File: config.mk
export PLATFORM = sky130hd
export DESIGN_NAME = sha256_stream_core
export DESIGN_NICKNAME = d
export VERILOG_FILES = /design/src/rtl/sha256_pkg.sv /design/src/rtl/sha256_round.sv /design/src/rtl/sha256_stream_core.sv
export SDC_FILE = /design/constraint.sdc
export NUM_CORES = 2
export LEC_CHECK = 0
export BUFFER_PORTS_ARGS = -buffer_cell sky130_fd_sc_hd__buf_4
export CORE_MARGIN = 4
export CORE_UTILIZATION = 34
export CTS_BUF_LIST = sky130_fd_sc_hd__clkbuf_8
export CTS_CLUSTER_DIAMETER = 150
export DETAILED_ROUTE_END_ITERATION = 8
export PLACE_DENSITY = 0.6
export SLEW_MARGIN = 10
export SYNTH_ARGS = -nofsm -noshare
export SYNTH_HDL_FRONTEND = slang
export SYNTH_SLANG_ARGS = --single-unit
export TNS_END_PERCENT = 10
File: constraint.sdc
create_clock -name clk -period 73.6 [get_ports clk]
set_input_delay 7.36 -clock clk [delete_from_list [all_inputs] [get_ports clk]]
set_output_delay 7.36 -clock clk [all_outputs]
set_load 0.005 [all_outputs]
File: src/rtl/sha256_pkg.sv
// rtl/sha256_pkg.sv - SHA-256 constants, word/state types and round helper functions
package sha256_pkg;

   typedef logic [31:0] word_t;

   typedef enum logic [1:0] {IDLE, ROUND, UPDATE, DONE} state_t;

   localparam word_t K [0:63] = '{
      32'h428a2f98, 32'h71374491, 32'hb5c0fbcf, 32'he9b5dba5, 32'h3956c25b, 32'h59f111f1, 32'h923f82a4, 32'hab1c5ed5,
      32'hd807aa98, 32'h12835b01, 32'h243185be, 32'h550c7dc3, 32'h72be5d74, 32'h80deb1fe, 32'h9bdc06a7, 32'hc19bf174,
      32'he49b69c1, 32'hefbe4786, 32'h0fc19dc6, 32'h240ca1cc, 32'h2de92c6f, 32'h4a7484aa, 32'h5cb0a9dc, 32'h76f988da,
      32'h983e5152, 32'ha831c66d, 32'hb00327c8, 32'hbf597fc7, 32'hc6e00bf3, 32'hd5a79147, 32'h06ca6351, 32'h14292967,
      32'h27b70a85, 32'h2e1b2138, 32'h4d2c6dfc, 32'h53380d13, 32'h650a7354, 32'h766a0abb, 32'h81c2c92e, 32'h92722c85,
      32'ha2bfe8a1, 32'ha81a664b, 32'hc24b8b70, 32'hc76c51a3, 32'hd192e819, 32'hd6990624, 32'hf40e3585, 32'h106aa070,
      32'h19a4c116, 32'h1e376c08, 32'h2748774c, 32'h34b0bcb5, 32'h391c0cb3, 32'h4ed8aa4a, 32'h5b9cca4f, 32'h682e6ff3,
      32'h748f82ee, 32'h78a5636f, 32'h84c87814, 32'h8cc70208, 32'h90befffa, 32'ha4506ceb, 32'hbef9a3f7, 32'hc67178f2};

   localparam word_t IV256 [0:7] = '{
      32'h6a09e667, 32'hbb67ae85, 32'h3c6ef372, 32'ha54ff53a,
      32'h510e527f, 32'h9b05688c, 32'h1f83d9ab, 32'h5be0cd19};

   localparam word_t IV224 [0:7] = '{
      32'hc1059ed8, 32'h367cd507, 32'h3070dd17, 32'hf70e5939,
      32'hffc00b31, 32'h68581511, 32'h64f98fa7, 32'hbefa4fa4};

   // Flattened IVs, H0 in the top word, matching the a..h state packing
   localparam logic [255:0] IV256_FLAT = {IV256[0], IV256[1], IV256[2], IV256[3],
                                          IV256[4], IV256[5], IV256[6], IV256[7]};
   localparam logic [255:0] IV224_FLAT = {IV224[0], IV224[1], IV224[2], IV224[3],
                                          IV224[4], IV224[5], IV224[6], IV224[7]};

   function automatic word_t rotr(input word_t x, input int n);
      return (x >> n) | (x << (32 - n));
   endfunction

   function automatic word_t ch(input word_t x, input word_t y, input word_t z);
      return (x & y) ^ (~x & z);
   endfunction

   function automatic word_t maj(input word_t x, input word_t y, input word_t z);
      return (x & y) ^ (x & z) ^ (y & z);
   endfunction

   function automatic word_t bsig0(input word_t x);
      return rotr(x, 2) ^ rotr(x, 13) ^ rotr(x, 22);
   endfunction

   function automatic word_t bsig1(input word_t x);
      return rotr(x, 6) ^ rotr(x, 11) ^ rotr(x, 25);
   endfunction

   function automatic word_t ssig0(input word_t x);
      return rotr(x, 7) ^ rotr(x, 18) ^ (x >> 3);
   endfunction

   function automatic word_t ssig1(input word_t x);
      return rotr(x, 17) ^ rotr(x, 19) ^ (x >> 10);
   endfunction

endpackage

File: src/rtl/sha256_round.sv
// rtl/sha256_round.sv - one combinational SHA-256 round, state packed a..h with a in [255:224]
module sha256_round
   import sha256_pkg::*;
(
   input  logic [255:0] st_in,
   input  word_t        kt,
   input  word_t        wt,
   output logic [255:0] st_out
);

   word_t a, b, c, d, e, f, g, h;
   word_t t1, t2;

   assign {a, b, c, d, e, f, g, h} = st_in;
   assign t1 = h + bsig1(e) + ch(e, f, g) + kt + wt;
   assign t2 = bsig0(a) + maj(a, b, c);
   assign st_out = {t1 + t2, a, b, c, d + t1, e, f, g};

endmodule

File: src/rtl/sha256_stream_core.sv
// rtl/sha256_stream_core.sv - iterative SHA-256 block engine with chaining; optional SHA-224 via SHA224_MODE_EN
module sha256_stream_core
   import sha256_pkg::*;
#(
   parameter int ROUNDS_PER_CYCLE = 1,
   parameter bit BIG_ENDIAN_IN    = 1
) (
   input  logic         clk,
   input  logic         reset,
   input  logic         en,
   input  logic         in_valid,
   output logic         in_ready,
   input  logic [511:0] in_block,
   input  logic         in_first,
   input  logic         in_last,
   input  logic         mode224,
   output logic         out_valid,
   input  logic         out_ready,
   output logic [255:0] out_digest,
   output logic         busy
);

   localparam int         R     = ROUNDS_PER_CYCLE;
   localparam logic [5:0] RSTEP = 6'(R);
   localparam logic [5:0] RLAST = 6'(64 - R);

   state_t       state, state_nx;
   word_t        win [0:15];
   word_t        ext [0:15+R];
   word_t        blk_w [0:15];
   logic [255:0] chain [0:R];
   logic [255:0] work, hreg, base, hsum, iv_acc, iv_base, dig_nx;
   logic [5:0]   rnd;
   logic         last_r, first_r;

`ifdef SHA224_MODE_EN
   logic mode_r;

   // Digest width/IV selection is fixed by mode224 at the first block of a message
   always_ff @(posedge clk or posedge reset) begin
      if (reset)
         mode_r <= 1'b0;
      else if (en && state == IDLE && in_valid && in_first)
         mode_r <= mode224;
   end

   assign iv_acc  = mode224 ? IV224_FLAT : IV256_FLAT;
   assign iv_base = mode_r  ? IV224_FLAT : IV256_FLAT;
   assign dig_nx  = mode_r  ? {hreg[255:32], 32'h0} : hreg;
`else
   logic unused_mode224;
   assign unused_mode224 = mode224;
   assign iv_acc  = IV256_FLAT;
   assign iv_base = IV256_FLAT;
   assign dig_nx  = hreg;
`endif

   // Split the incoming block into W0..W15 according to the configured word order
   always_comb begin
      for (int i = 0; i < 16; i++)
         blk_w[i] = BIG_ENDIAN_IN ? in_block[511-32*i -: 32] : in_block[32*i +: 32];
   end

   // Message schedule: window holds W[t..t+15]; extend by R words for this cycle
   always_comb begin
      for (int i = 0; i < 16; i++)
         ext[i] = win[i];
      for (int j = 0; j < R; j++)
         ext[16+j] = ssig1(ext[14+j]) + ext[9+j] + ssig0(ext[1+j]) + ext[j];
   end

   assign chain[0] = work;

   for (genvar j = 0; j < R; j++) begin : g_round
      sha256_round u_round (
         .st_in  (chain[j]),
         .kt     (K[rnd + 6'(j)]),
         .wt     (ext[j]),
         .st_out (chain[j+1])
      );
   end

   // Feed-forward add; the base is the IV when the block started a message
   always_comb begin
      base = first_r ? iv_base : hreg;
      for (int i = 0; i < 8; i++)
         hsum[255-32*i -: 32] = base[255-32*i -: 32] + work[255-32*i -: 32];
   end

   // State register; en=0 freezes the FSM
   always_ff @(posedge clk or posedge reset) begin
      if (reset)
         state <= IDLE;
      else if (en)
         state <= state_nx;
   end

   // Next-state logic
   always_comb begin
      state_nx = state;
      case (state)
         IDLE:    if (in_valid) state_nx = ROUND;
         ROUND:   if (rnd == RLAST) state_nx = UPDATE;
         UPDATE:  state_nx = last_r ? DONE : IDLE;
         DONE:    if (out_valid && out_ready) state_nx = IDLE;
         default: state_nx = IDLE;
      endcase
   end

   // State-decoded outputs
   always_comb begin
      in_ready = (state == IDLE);
      busy     = (state != IDLE);
   end

   // Working variables, schedule window, round counter and chaining value
   always_ff @(posedge clk or posedge reset) begin
      if (reset) begin
         for (int i = 0; i < 16; i++)
            win[i] <= '0;
         work    <= '0;
         hreg    <= IV256_FLAT;
         rnd     <= '0;
         last_r  <= 1'b0;
         first_r <= 1'b0;
      end else if (en) begin
         case (state)
            IDLE: if (in_valid) begin
               for (int i = 0; i < 16; i++)
                  win[i] <= blk_w[i];
               work    <= in_first ? iv_acc : hreg;
               last_r  <= in_last;
               first_r <= in_first;
               rnd     <= '0;
            end
            ROUND: begin
               for (int i = 0; i < 16; i++)
                  win[i] <= ext[i+R];
               work <= chain[R];
               rnd  <= rnd + RSTEP;
            end
            UPDATE: hreg <= hsum;
            DONE: if (out_valid && out_ready) hreg <= IV256_FLAT;
            default: ;
         endcase
      end
   end

   // Registered digest presentation: captured on the first DONE cycle, held until taken
   always_ff @(posedge clk or posedge reset) begin
      if (reset) begin
         out_valid  <= 1'b0;
         out_digest <= '0;
      end else if (en && state == DONE) begin
         if (!out_valid) begin
            out_valid  <= 1'b1;
            out_digest <= dig_nx;
         end else if (out_ready) begin
            out_valid <= 1'b0;
         end
      end
   end

endmodule
-- Word-level counts from Yosys, hierarchy flattened
Memories as Yosys holds them, arrays and structs flattened.
Index checks and enable logic that the tools add are counted.
- flip-flop bits (word level): 1291
- bits in latches: 0
- bits in writable memories: 0
- bits in read-only memories: 2048
- bits of input ports: 520
- output and inout bits: 259
- logic and storage cells: 111
- memories: 1
- memories (name ; depth ; bits a word ; rd ports ; clocked after Yosys merged registers in ; write ports ; line ; text):
    (name not given) ; 64 ; 32 ; 1 ; 0 ; 0 ; sha256_stream_core.sv:77 ; .kt (K[rnd + 6'(j)]),
- $add $sub $neg: 19
- multipliers: 0
- div/mod/pow operators: 0
- $lt $le $gt $ge: 1
- equality and inequality tests: 7
- shift-type cells: 0
- mux-type cells: 19
- bitwise operators: 29
- reductions and logical operators: 11
- operator list (cell ; count):
    2-to-1 mux 256 bit ; 4
    one-hot mux 256 bit (2 select lines) ; 2
    one-hot mux 512 bit (2 select lines) ; 1
    adder 32 bit ; 18
    2-to-1 mux 512 bit ; 1
    XOR 32 bit ; 9
    AND 32 bit ; 5
    2-to-1 mux 32 bit ; 2
    NOT 32 bit ; 1
    bitwise OR 10 x 32 -> 32 bit ; 1
    bitwise OR 13 x 32 -> 32 bit ; 1
    bitwise OR 14 x 32 -> 32 bit ; 1
    bitwise OR 15 x 32 -> 32 bit ; 1
    bitwise OR 19 x 32 -> 32 bit ; 1
    bitwise OR 21 x 32 -> 32 bit ; 1
    bitwise OR 25 x 32 -> 32 bit ; 1
    bitwise OR 26 x 32 -> 32 bit ; 1
    bitwise OR 30 x 32 -> 32 bit ; 1
    bitwise OR 7 x 32 -> 32 bit ; 1
    XOR 32 x 22 -> 32 bit ; 1
    XOR 32 x 29 -> 32 bit ; 1
    one-hot mux 6 bit (2 select lines) ; 1
    AND reduction 3 bit ; 3
    2-to-1 mux 2 bit ; 4
    16 further kinds ; 23

-- Logic depth before layout (Yosys ltp)
- depth after elaboration: 9
- depth in mapped cells: 40
- gate-level depth less buffers: 39

-- Modules after synthesis
A second synthesis with hierarchy kept.
- cells, all modules: 9786
- area, all modules: 85070.3 um^2
- modules (own cells, without submodules) (module ; instances ; cells each ; area an instance (um^2) ; seq. area each (um^2)):
    sha256_stream_core ; 1 ; 8543 ; 74521.5 ; 32476.1
    sha256_round ; 1 ; 1243 ; 10548.9 ; 0.0

-- Worst setup path before layout
OpenSTA, ideal clock, no wires.
- path kind: input -> register
- from: input en
- to: register win, in the netlist ext[101]
- library setup time: 0.141 ns
- arrival time: 8.794 ns
- data required time: 73.459 ns
- slack: 64.665 ns
- stages: 6
- buffers on the path: 3
- path through: inv_1 nor3_1 clkbuf_1 clkbuf_1 buf_1 a31oi_1
- word-level cells in the longest chain between the ends: 1
- ends and longest elaborated chain (what ; line ; text):
    start: declaration ; sha256_stream_core.sv:10 ; input logic en,
    AND reduction 3 bit (no line) ; n/a ;
    end signal: indexed assignment ; sha256_stream_core.sv:130 ; win[i] <= blk_w[i];
    end signal: indexed assignment ; sha256_stream_core.sv:138 ; win[i] <= ext[i+R];
    end: declaration ; sha256_stream_core.sv:28 ; word_t win [0:15];
Every way passes these cells.
A chain may end at the register's enable or synchronous reset.

-- Worst setup path after layout
- from: input en
- to: register win, in the netlist ext[463]
The elaborated chain is that of the path after synthesis.

==> results.md <==
- First DRT Iteration DRCs: 6842
- Number of synthesized register bits: 1291
- Max cap viols: 0
- Fin. Hold Viols: 0
- Clock Sink Count: 1291
- Final setup violation count: 0
- Worst-Margin Slew: 1.16 ns
- Via density: 5.46
- I/O Pins: 779
- Worst Setup Start Kind: input port
- Postcts setup bufs: 0
- Slowest cell on the critical path: buf_4
- Congestion Overflow GR: 0
- Dpl cells: 12939
- Place WS: 61.33 ns
- Share of layout cells above drive strength 1: 18.3%
- CP dominant cell by count: buf_4
- Cell taking the most area after synthesis: dfrtp_1
- Vert. Die Dim: 502 um
- HPWL after DPL: 262000 um
- Critical path required time: 74.44 ns
- Post-synth ARST share: 100%
- Status: completed
- RSZ-0062 raised after global routing: no
- CTS root buf: clkbuf_8
- Final Skew: 0.0866 ns
- Drt first pass iters: 6
- Final WL: 343000 um
- Area growth from synthesis to final layout: 16.2%
- Synth top area cells: dfrtp_1, nand2_1, ha_1
- # DRC: 0
- Tot GR Track Use: 26.4%
- Number of fill cells in the layout: 24646
- CTS Buf Count: 225
- Crit path cell chain: buf_4 > inv_1 > nor3_2 > buf_4 > buf_4 > buf_4 > buf_4 > buf_4 > a31oi_1
- Post-route clock period utilization: 15.4%
- Commonest cells post-synth: nand2_1, dfrtp_1, nor2_1
- CP Max Fanout: 120
- Worst Path Class, Setup: input port to register
- Synth top area share: 34.8%
- Seq/Total Area, Yosys: 39.1%
- Die area: 252000 um^2
- First-pass GRT wire length: 494000 um
- Syn_nets: 10622
- EDFF count, synth: 0
- CTS tree: built
- Ys flop type: dfrtp_1
- Vias: 73007
- Vias in the first global route: 71678
- Post-CTS Hold Buffers: 0
- Count leader, synth: nand2_1
- Clock latency at the later pin of the worst-skew pair: 1.05 ns
- Die X: 502 um
- RePlAce Congestion: 0.976
- Setup TNS: 0 ns
- Cell Area, Synth: 83000 um^2
- H-tree depth: 4
- Yosys cell types: 106
- Final worst slack: 62.30 ns
- Core footprint: 243000 um^2
- Bufs on Longest Clock Path: 3
- Initial core utilization: 34.1%
- Fin crit period: 11.30 ns
- Post-CTS sizing: 0
- Reg clk slew, reported paths: 0.06 ns
- Max_slew headroom: 22.7%
- CP arrival: 12.14 ns
- Number of core rows: 181
- CP peak stage delay: 0.97 ns
- Non-Filler Instances: 13378
- WL/cell: 25.6 um
- Port bufs: 777
- CP endpoint kind: register
- Initial antenna violation count: 30
- Max Freq: 88.5 MHz
- Final slew viol count: 0
- Largest net degree at the start of global routing: 248
- Mean area per synthesized cell: 8.73 um^2
- Nets: 11078
- Hold crit path type: register to register
- Synth warn: 0
- DRT antenna net count: 0
- Cell count after synthesis: 9508
## registers in the layout (all words and copies together) (netlist names)
name and flops:
ext 512, dig_nx 256, out_digest 256, work 256, rnd 6, state 2, first_r 1, last_r 1
out_valid 1
## logic make-up after synthesis
kind of cell / share of synthesized area [%]
buf+inv: 5.02
fa+ha+maj: 10.7
mux: 4.12
compound gates: 18.0
xor+xnor: 6.26
simple gates: 16.7
flops: 39.1
## critical path: cells and delay by family
| family | cells | cell delay [ns] |
|---|---|---|
| AND/OR/NAND/NOR | 1 | 0.19 |
| AO/OA/AOI/OAI | 1 | 0.19 |
| buffers and inverters | 7 | 4.21 |
## final cells by class
| type | instances | area (um^2) | share of cell area, % |
|---|---|---|---|
| antenna | 19 | 47.5 | 0.0493 |
| clock buffer | 286 | 3940 | 4.08 |
| clock inverter | 134 | 1150 | 1.19 |
| inverter | 460 | 1740 | 1.80 |
| multi-input combinational | 7108 | 46500 | 48.2 |
| sequential | 1291 | 32500 | 33.7 |
| tap | 3202 | 4010 | 4.15 |
| timing repair buffer | 878 | 6650 | 6.90 |
## per-stage QoR
stage | hold slack (ns) | utilization (%) | area, um^2
floorplan | 0.450 | - | 83000
global placement | 0.463 | 37.6 | 91400
detailed placement | 0.490 | 37.6 | 91400
CTS | 0.496 | 39.6 | 96400
global route | 0.515 | 39.7 | 96500
finish | 0.483 | 39.7 | 96500
## path summary, 6_finish.rpt
check / endpoint / slack, ns / start / cells past startpoint
worst max register to register: work[254] / 63.72 / rnd[2] / 36
worst min register to register: ext[139] / 0.48 / ext[107] / 2
worst max-delay path: ext[463] / 62.30 / en / 9
min in group asynchronous: ext[130] / 6.49 / reset / 2
worst min-delay path: ext[139] / 0.48 / ext[107] / 2
max in group asynchronous: dig_nx[74] / 63.00 / reset / 6
## metal layers
metal	track usage, %	vias up	wire, um
met5	0	-	168
met4	13.4	22	18900
met3	4.69	649	23200
met2	42.8	2922	160000
met1	33.9	35938	141000
li1	-	33476	-
## cells in the final DEF (no fill, tap or decap), types with 42 or more instances in the layout
cell	n
nor2_1	833
ha_1	399
a21o_1	205
o21a_1	42
xnor2_1	324
a31oi_1	531
nand2b_1	58
or3_1	130
o21ai_0	664
mux2_2	274
dfstp_2	136
a211oi_1	48
o211ai_1	64
inv_1	529
nand3_1	79
buf_4	873
clkbuf_8	286
or2_2	143
o21bai_1	56
fa_1	195
xor2_1	267
nand2_1	1501
and3_1	111
dfrtp_1	1151
a21oi_1	557
nor2b_1	157
nor3_1	58
Power is left out: the tool's default activity adds up to more than one toggle a clock period on the data nets, which glitch-free logic cannot reach.
